<file path="src/rtl/regfile_write_queue.sv">
// Write-side front end for the 32x32 register file. Accepts results from the
// ALU (port A) and the load/mem unit (port B) and holds them in a small
// in-order FIFO. It drains one register write per cycle and offers two
// combinational forwarding lookups over the entries still queued.
module regfile_write_queue #(
  parameter int DEPTH = 4,
  parameter int AW    = 5,
  parameter int DW    = 32,
  localparam int PW   = $clog2(DEPTH),
  localparam int CW   = PW + 1
) (
  input  logic          clk,
  input  logic          rst,
  input  logic          a_valid,
  input  logic [AW-1:0] a_addr,
  input  logic [DW-1:0] a_data,
  output logic          a_ready,
  input  logic          b_valid,
  input  logic [AW-1:0] b_addr,
  input  logic [DW-1:0] b_data,
  output logic          b_ready,
  output logic          wr_enb,
  output logic [AW-1:0] wr_addr,
  output logic [DW-1:0] wr_data,
  input  logic [AW-1:0] q1_addr,
  output logic          q1_hit,
  output logic [DW-1:0] q1_data,
  input  logic [AW-1:0] q2_addr,
  output logic          q2_hit,
  output logic [DW-1:0] q2_data,
  output logic [CW-1:0] count,
  output logic          empty
);

  localparam logic [CW:0] FREE_ONE = (CW+1)'(1);
  localparam logic [CW:0] FREE_TWO = (CW+1)'(2);

  // Queue storage; contents are qualified by count, so it carries no reset.
  logic [AW-1:0] addr_mem_q [DEPTH];
  logic [DW-1:0] data_mem_q [DEPTH];

  logic [PW-1:0] head_q, head_d;
  logic [PW-1:0] tail_q, tail_d;
  logic [CW-1:0] count_q, count_d;

  logic          empty_c;
  logic          pop;
  logic [CW:0]   free;
  logic          a_push;
  logic          b_push;
  logic [PW-1:0] b_slot;

  assign empty_c = (count_q == '0);
  assign count   = count_q;
  assign empty   = empty_c;

  // The register file never back-pressures, so the head drains whenever
  // anything is queued. The write is suppressed while reset discards the queue.
  assign pop     = !empty_c;
  assign wr_enb  = pop && !rst;
  assign wr_addr = wr_enb ? addr_mem_q[head_q] : '0;
  assign wr_data = wr_enb ? data_mem_q[head_q] : '0;

  // Free slots include the one vacated by this cycle's pop.
  assign free = (CW+1)'(DEPTH) - {1'b0, count_q} + (empty_c ? '0 : FREE_ONE);

  // A has priority for the last slot; B only needs a second slot when A
  // actually occupies one (register 0 results never occupy a slot).
  assign a_ready = (free >= FREE_ONE);
  assign a_push  = a_valid && a_ready && (a_addr != '0);
  assign b_ready = (free >= FREE_TWO) || ((free >= FREE_ONE) && !a_push);
  assign b_push  = b_valid && b_ready && (b_addr != '0);

  // B lands behind A when both are pushed in the same cycle.
  assign b_slot = tail_q + PW'(a_push);

  // Next-state pointer and occupancy arithmetic; pointers wrap modulo DEPTH.
  always_comb begin
    head_d  = head_q + PW'(pop);
    tail_d  = tail_q + PW'(a_push) + PW'(b_push);
    count_d = count_q + CW'(a_push) + CW'(b_push) - CW'(pop);
  end

  // Control state: pointers and occupancy, cleared by reset.
  always_ff @(posedge clk) begin
    if (rst) begin
      head_q  <= '0;
      tail_q  <= '0;
      count_q <= '0;
    end else begin
      head_q  <= head_d;
      tail_q  <= tail_d;
      count_q <= count_d;
    end
  end

  // Entry storage writes at the tail, A first then B.
  always_ff @(posedge clk) begin
    if (!rst && a_push) begin
      addr_mem_q[tail_q] <= a_addr;
      data_mem_q[tail_q] <= a_data;
    end
    if (!rst && b_push) begin
      addr_mem_q[b_slot] <= b_addr;
      data_mem_q[b_slot] <= b_data;
    end
  end

  // Forwarding: scan from head (oldest) to tail (newest) so the last match wins.
  always_comb begin
    logic [PW-1:0] idx;
    idx     = '0;
    q1_hit  = 1'b0;
    q1_data = '0;
    q2_hit  = 1'b0;
    q2_data = '0;
    for (int i = 0; i < DEPTH; i++) begin
      idx = head_q + PW'(i);
      if (CW'(i) < count_q) begin
        if ((q1_addr != '0) && (addr_mem_q[idx] == q1_addr)) begin
          q1_hit  = 1'b1;
          q1_data = data_mem_q[idx];
        end
        if ((q2_addr != '0) && (addr_mem_q[idx] == q2_addr)) begin
          q2_hit  = 1'b1;
          q2_data = data_mem_q[idx];
        end
      end
    end
  end

endmodule

</file>
<file path="config.mk">
export PLATFORM = sky130hd
export DESIGN_NAME = regfile_write_queue
export DESIGN_NICKNAME = d
export VERILOG_FILES = /design/src/rtl/regfile_write_queue.sv
export SDC_FILE = /design/constraint.sdc
export NUM_CORES = 1
export LEC_CHECK = 0
export CORE_MARGIN = 2
export CORE_UTILIZATION = 40
export DETAILED_ROUTE_END_ITERATION = 12
export PLACE_DENSITY_LB_ADDON = 0.1
export SYNTH_ARGS = -nofsm -noshare
export SYNTH_HDL_FRONTEND = slang
export SYNTH_SLANG_ARGS = --single-unit
export TNS_END_PERCENT = 30
</file>
<file path="constraint.sdc">
create_clock -name clk -period 13.4 [get_ports clk]
set_input_delay 3.35 -clock clk [delete_from_list [all_inputs] [get_ports clk]]
set_output_delay 3.35 -clock clk [all_outputs]
set_load 0.005 [all_outputs]
</file>
Word-level counts from Yosys, hierarchy flattened
Memories as Yosys holds them, arrays and structs flattened. A register that Yosys moved wholly into a read port is not among the register bits.
Index checks and enable logic that the tools add are counted.
- add/subtract/negate cells: 11
- $mul: 0
- div/mod/pow operators: 0
- $lt $le $gt $ge: 6
- eq/ne operators: 8
- shifts and indexed selects: 0
- mux-type cells: 41
- bitwise operators: 0
- reduce and logical (&&, ||, !) cells: 25
- operator list (kind ; number):
    $mux W32 ; 17
    $eq A5 B5 Y1 ; 8
    $mux W1 ; 21
    $reduce_bool A5 Y1 ; 4
    $logic_and A1 B1 Y1 ; 16
    $add A2 B1 Y2 ; 3
    $add A3 B1 Y3 ; 2
    $lt A1 B3 Y1 const A ; 2
    $lt A2 B3 Y1 const A ; 2
    $mux W5 ; 1
    $add A2 B2 Y2 const B ; 2
    $add A4 B1 Y4 ; 1
    $ge A4 B1 Y1 const B ; 1
    $ge A4 B2 Y1 const B ; 1
    $mux W2 ; 2
    $sub A3 B3 Y4 const A ; 1
    $logic_not A1 Y1 ; 3
    $logic_not A3 Y1 ; 1
    $sub A3 B1 Y3 ; 1
    $add A2 B1 Y2 const B ; 1
    $logic_or A1 B1 Y1 ; 1
- bits in registers: 7
- latch bits: 0
- RAM bits: 148
- bits in read-only memories: 0
- bits of input ports: 88
- output and inout port bits: 110
- word-level logic and storage cells: 96
- memories: 2
- memories (name ; depth ; width ; rd ports ; clocked after memory_dff ; write ports ; line ; RTL):
    data_mem_q ; 4 ; 32 ; 4 ; 1 ; 2 ; 40 ; logic [DW-1:0] data_mem_q [DEPTH];
    addr_mem_q ; 4 ; 5 ; 4 ; 1 ; 2 ; 39 ; logic [AW-1:0] addr_mem_q [DEPTH];

Longest topological paths before layout
- depth after elaboration: 14
- depth in mapped cells: 15
- mapped depth without buffers: 14

Worst setup path after synthesis
OpenSTA, ideal clock, no wires.
- kind: input -> output
- start point: input port q1_addr[1]
- end point: output port q1_data[12]
- arrival: 5174 ps
- data required time: 10050 ps
- path slack: 4876 ps
- stages: 9
- buffers on the path: 4
- cells stage by stage: clkbuf_1 > xor2_1 > or4_1 > buf_2 > or2_1 > buf_6 > buf_6 > mux2i_1 > a211oi_1
- word-level cells in the longest chain between the ends: 10
- elaborated cells on any way between the ends: 17
- classes of those cells: eq/ne (4); mux (8); reduce/logical (5)
- RTL lines (item ; line ; RTL):
    start: declaration ; 25 ; input logic [AW-1:0] q1_addr,
    $eq A5 B5 Y1 or $reduce_bool A5 Y1 (tied branches) ; 120 ; if ((q1_addr != '0) && (addr_mem_q[idx] == q1_addr)) begin
    $logic_and A1 B1 Y1 ; 120 ;
    $mux W32 ; 120 ;
    $mux W32 ; 119 ; if (CW'(i) < count_q) begin
    $mux W32 ; 120 ;
    $mux W32 ; 119 ;
    $mux W32 ; 120 ;
    $mux W32 ; 119 ;
    $mux W32 ; 120 ;
    $mux W32 * ; 119 ;
    end: declaration ; 27 ; output logic [DW-1:0] q1_data,
Mark *: on every way between the ends. The rest lies on a longest branch, timed or not.

Worst setup path in the final report
- start point: input port q1_addr[0]
- end point: output port q1_data[27]
Same word-level chain as after synthesis.

==> results.ini <==
[sta]
fmax_mhz=92.9
worst_pin_slew_ns=1.05
post-route-period-util_pct=80.4
setup-violations-final=0
rsz0062_at_grt=false
slew_headroom_pct=28.4
fin_skew_ns=0.0152
report.final.hold_viol_count=0
finalSetupTns_ns=0
slew_viol_final=0
worst_hold_slack_ns=0.831
period_needed_ns=10.77

[clocking]
hold_buffers=0
cts_tree=built
numCtsBuffers=17
path_clk_slew_ns=0.06
cts_buffer_depth=2
root_buffer=clkbuf_16
htreeDepth=4
worstSkewPairLatency_ns=0.43
clkSinkCount=155
cts_setup_buffers=0
ctsResizeCount=0

[worst_hold_path]
min_to=count[0]
hp-class=register to register
min_from=count[0]
hold_depth=3

[synth]
syn_area_per_cell_um2=10.8
synth_compound_area_share_pct=11.6
ys_async_sr_fraction_pct=0
synth_mux_area_share_pct=32.5
yosysWarnings=0
yosys_register_bits=155
synth-edff-count=148
synth.distinct_cells=53
syn_area_um2=13200
synth_simple_gate_area_share_pct=12.3
synth_xor_area_share_pct=2.66
synthAdderAreaFrac_pct=1.16
syn_nets=1315
synthCells=1216
synth_top_family_by_area=multiplexers
synth-seq-area-share_pct=34.8
dominantRegCellSynth=edfxtp_1

[final_layout]
layout_commonest_cell=clkdlybuf4s50_1
layout_common_cells=197 x clkdlybuf4s50_1, 148 x edfxtp_1, 122 x mux2_2
area_growth_pct=20.7
final_layout_size_suffix_gt1_share_pct=22.1
post-route-util_pct=48.9
nets=1432

[critical_path]
cp-start-kind=input port
end_kind=output port
required_ns=10.05
worstSetupPathType=input port to output port
critPathMaxStageDelay_ns=0.93
critPathSlowestCell=or2_2
rr_worst_depth=14
r2r_end=data_mem_q[0][28]
critPathMaxFanout=33
cp.arrival_ns=7.42
path_cells=clkdlybuf4s50_1 > nor3_1 > a211oi_1 > o21ai_4 > or2_2 > mux2i_1 > a211oi_1 > clkdlybuf4s50_1
timing.rr.start=count[2]
ff2ff_setup_slack_ns=8.31

[die]
die_h_um=186
io_pins=198
die_x_um=186
die-area_um2=34400
start_util_pct=40.5
design.core.area_um2=32500
fp-row-count=66

[grt]
grt_pass1_wl_um=62300
grt_antenna_before_repair=5
grt_usage_pct=24.0
grt_max_degree=89
grt_pass1_vias=10602
grt_remaining_overflow=0

[placement]
place_congestion=0.875
portBuffers=197
place_hpwl_um=27000

[power]
irDropWorstVdd_uv=227
p_leak_uw=0.00564
finalPower_uw=2870
cellPowerDensity_nw_per_um2=180

[flow_run]
max_cap_violations=0

[run_status]
status=finished clean

[routing]
vias_per_cell=5.90
via_count=10586
antenna_left=0
routed_wl_um=41000
detail_route.first_pass.iterations=5
drc=0
drtIter0Drc=809
routedWlPerCell_um=22.9

[state kept, by name, indices dropped and copies added, names as in the netlist]
| name | flops |
|---|---|
| addr_mem_q | 20 |
| count | 3 |
| data_mem_q | 128 |
| head_q | 2 |
| tail_q | 2 |
[logic make-up after synthesis]
kind of cell             Yosys count
AND/OR/NAND/NOR                  327
AO/OA/AOI/OAI                    218
adder cells (fa/ha/maj)           11
multiplexers                     330
XOR/XNOR                          40
buffers and inverters            135
flip-flops                       155
[worst max-delay path, delay by kind of cell]
family | cells | cell delay [ns]
muxes | 1 | 0.19
buffers and inverters | 2 | 1.14
AOI/OAI and AO/OA | 3 | 1.43
and+or+nand+nor | 2 | 1.29
[cells in the mapped netlist (all sizes together), types with 2 or more instances]
library cell / instances / area share (%)
a221o: 25 / 1.9
ha: 9 / 0.85
nor3: 16 / 0.61
clkbuf: 51 / 1.5
mux2i: 107 / 8.1
xnor2: 30 / 2.0
and3: 25 / 1.2
mux2: 179 / 17
nand2: 80 / 2.3
a211oi: 31 / 1.8
nand4: 5 / 0.24
o31ai: 11 / 0.63
a31oi: 25 / 1.2
nor4: 3 / 0.14
a22o: 25 / 1.7
and2: 36 / 1.7
o21ai: 12 / 0.48
fa: 2 / 0.30
edfxtp: 148 / 34
nor2: 110 / 3.2
o211ai: 3 / 0.17
nor3b: 26 / 1.5
inv: 18 / 0.51
dfxtp: 7 / 1.1
a21oi: 70 / 2.7
nor2b: 6 / 0.28
nand3: 4 / 0.15
or2: 4 / 0.19
xor2: 10 / 0.66
mux4: 44 / 7.5
nand4b: 2 / 0.13
buf: 66 / 3.0
or4: 4 / 0.26
or4b: 2 / 0.21
a221oi: 12 / 0.80
[power by group]
part	internal [uW]	leakage, uW	switching [uW]
logic	772	0.00398	889
clock network	240	0.000250	212
registers	665	0.00141	90.2
[through the flow]
stage,setup WS [ns],cell area [um2],instances
finish,2.63,15900,1793
global route,2.40,15900,1790
CTS,2.65,15900,1788
detailed placement,2.67,15400,1756
global placement,2.65,15400,1756
floorplan,4.88,13200,1216
[routing by layer]
layer	track usage, %	vias up	share of wire, %
met2	40.1	364	48
met1	31.7	5270	44
met5	0	-	0.032
met4	8.94	2	2.8
li1	-	4882	-
met3	3.29	68	5.4
[layout make-up]
type	count	area (um2)
clock inverters	15	114
multi-input cells	926	8050
flip-flops and latches	155	4590
diodes	5	12.5
inverters	18	70.1
fillers	3016	16600
clock buffers	17	425
repair buffers	215	2110
well taps	442	553
[worst max path at each step]
stage                           from          end  slack [ns]  cells past startpoint
final                     q1_addr[0]  q1_data[27]        2.63                      8
after global routing      q1_addr[0]  q1_data[27]        2.40                      8
after CTS                 q1_addr[0]   q1_data[5]        2.65                      8
after detailed placement  q1_addr[0]   q1_data[7]        2.67                      8
after global placement    q1_addr[0]  q1_data[29]        2.65                      8
after floorplan           q1_addr[1]  q1_data[12]        4.88                      9
Power figures use the tool's default switching activity.
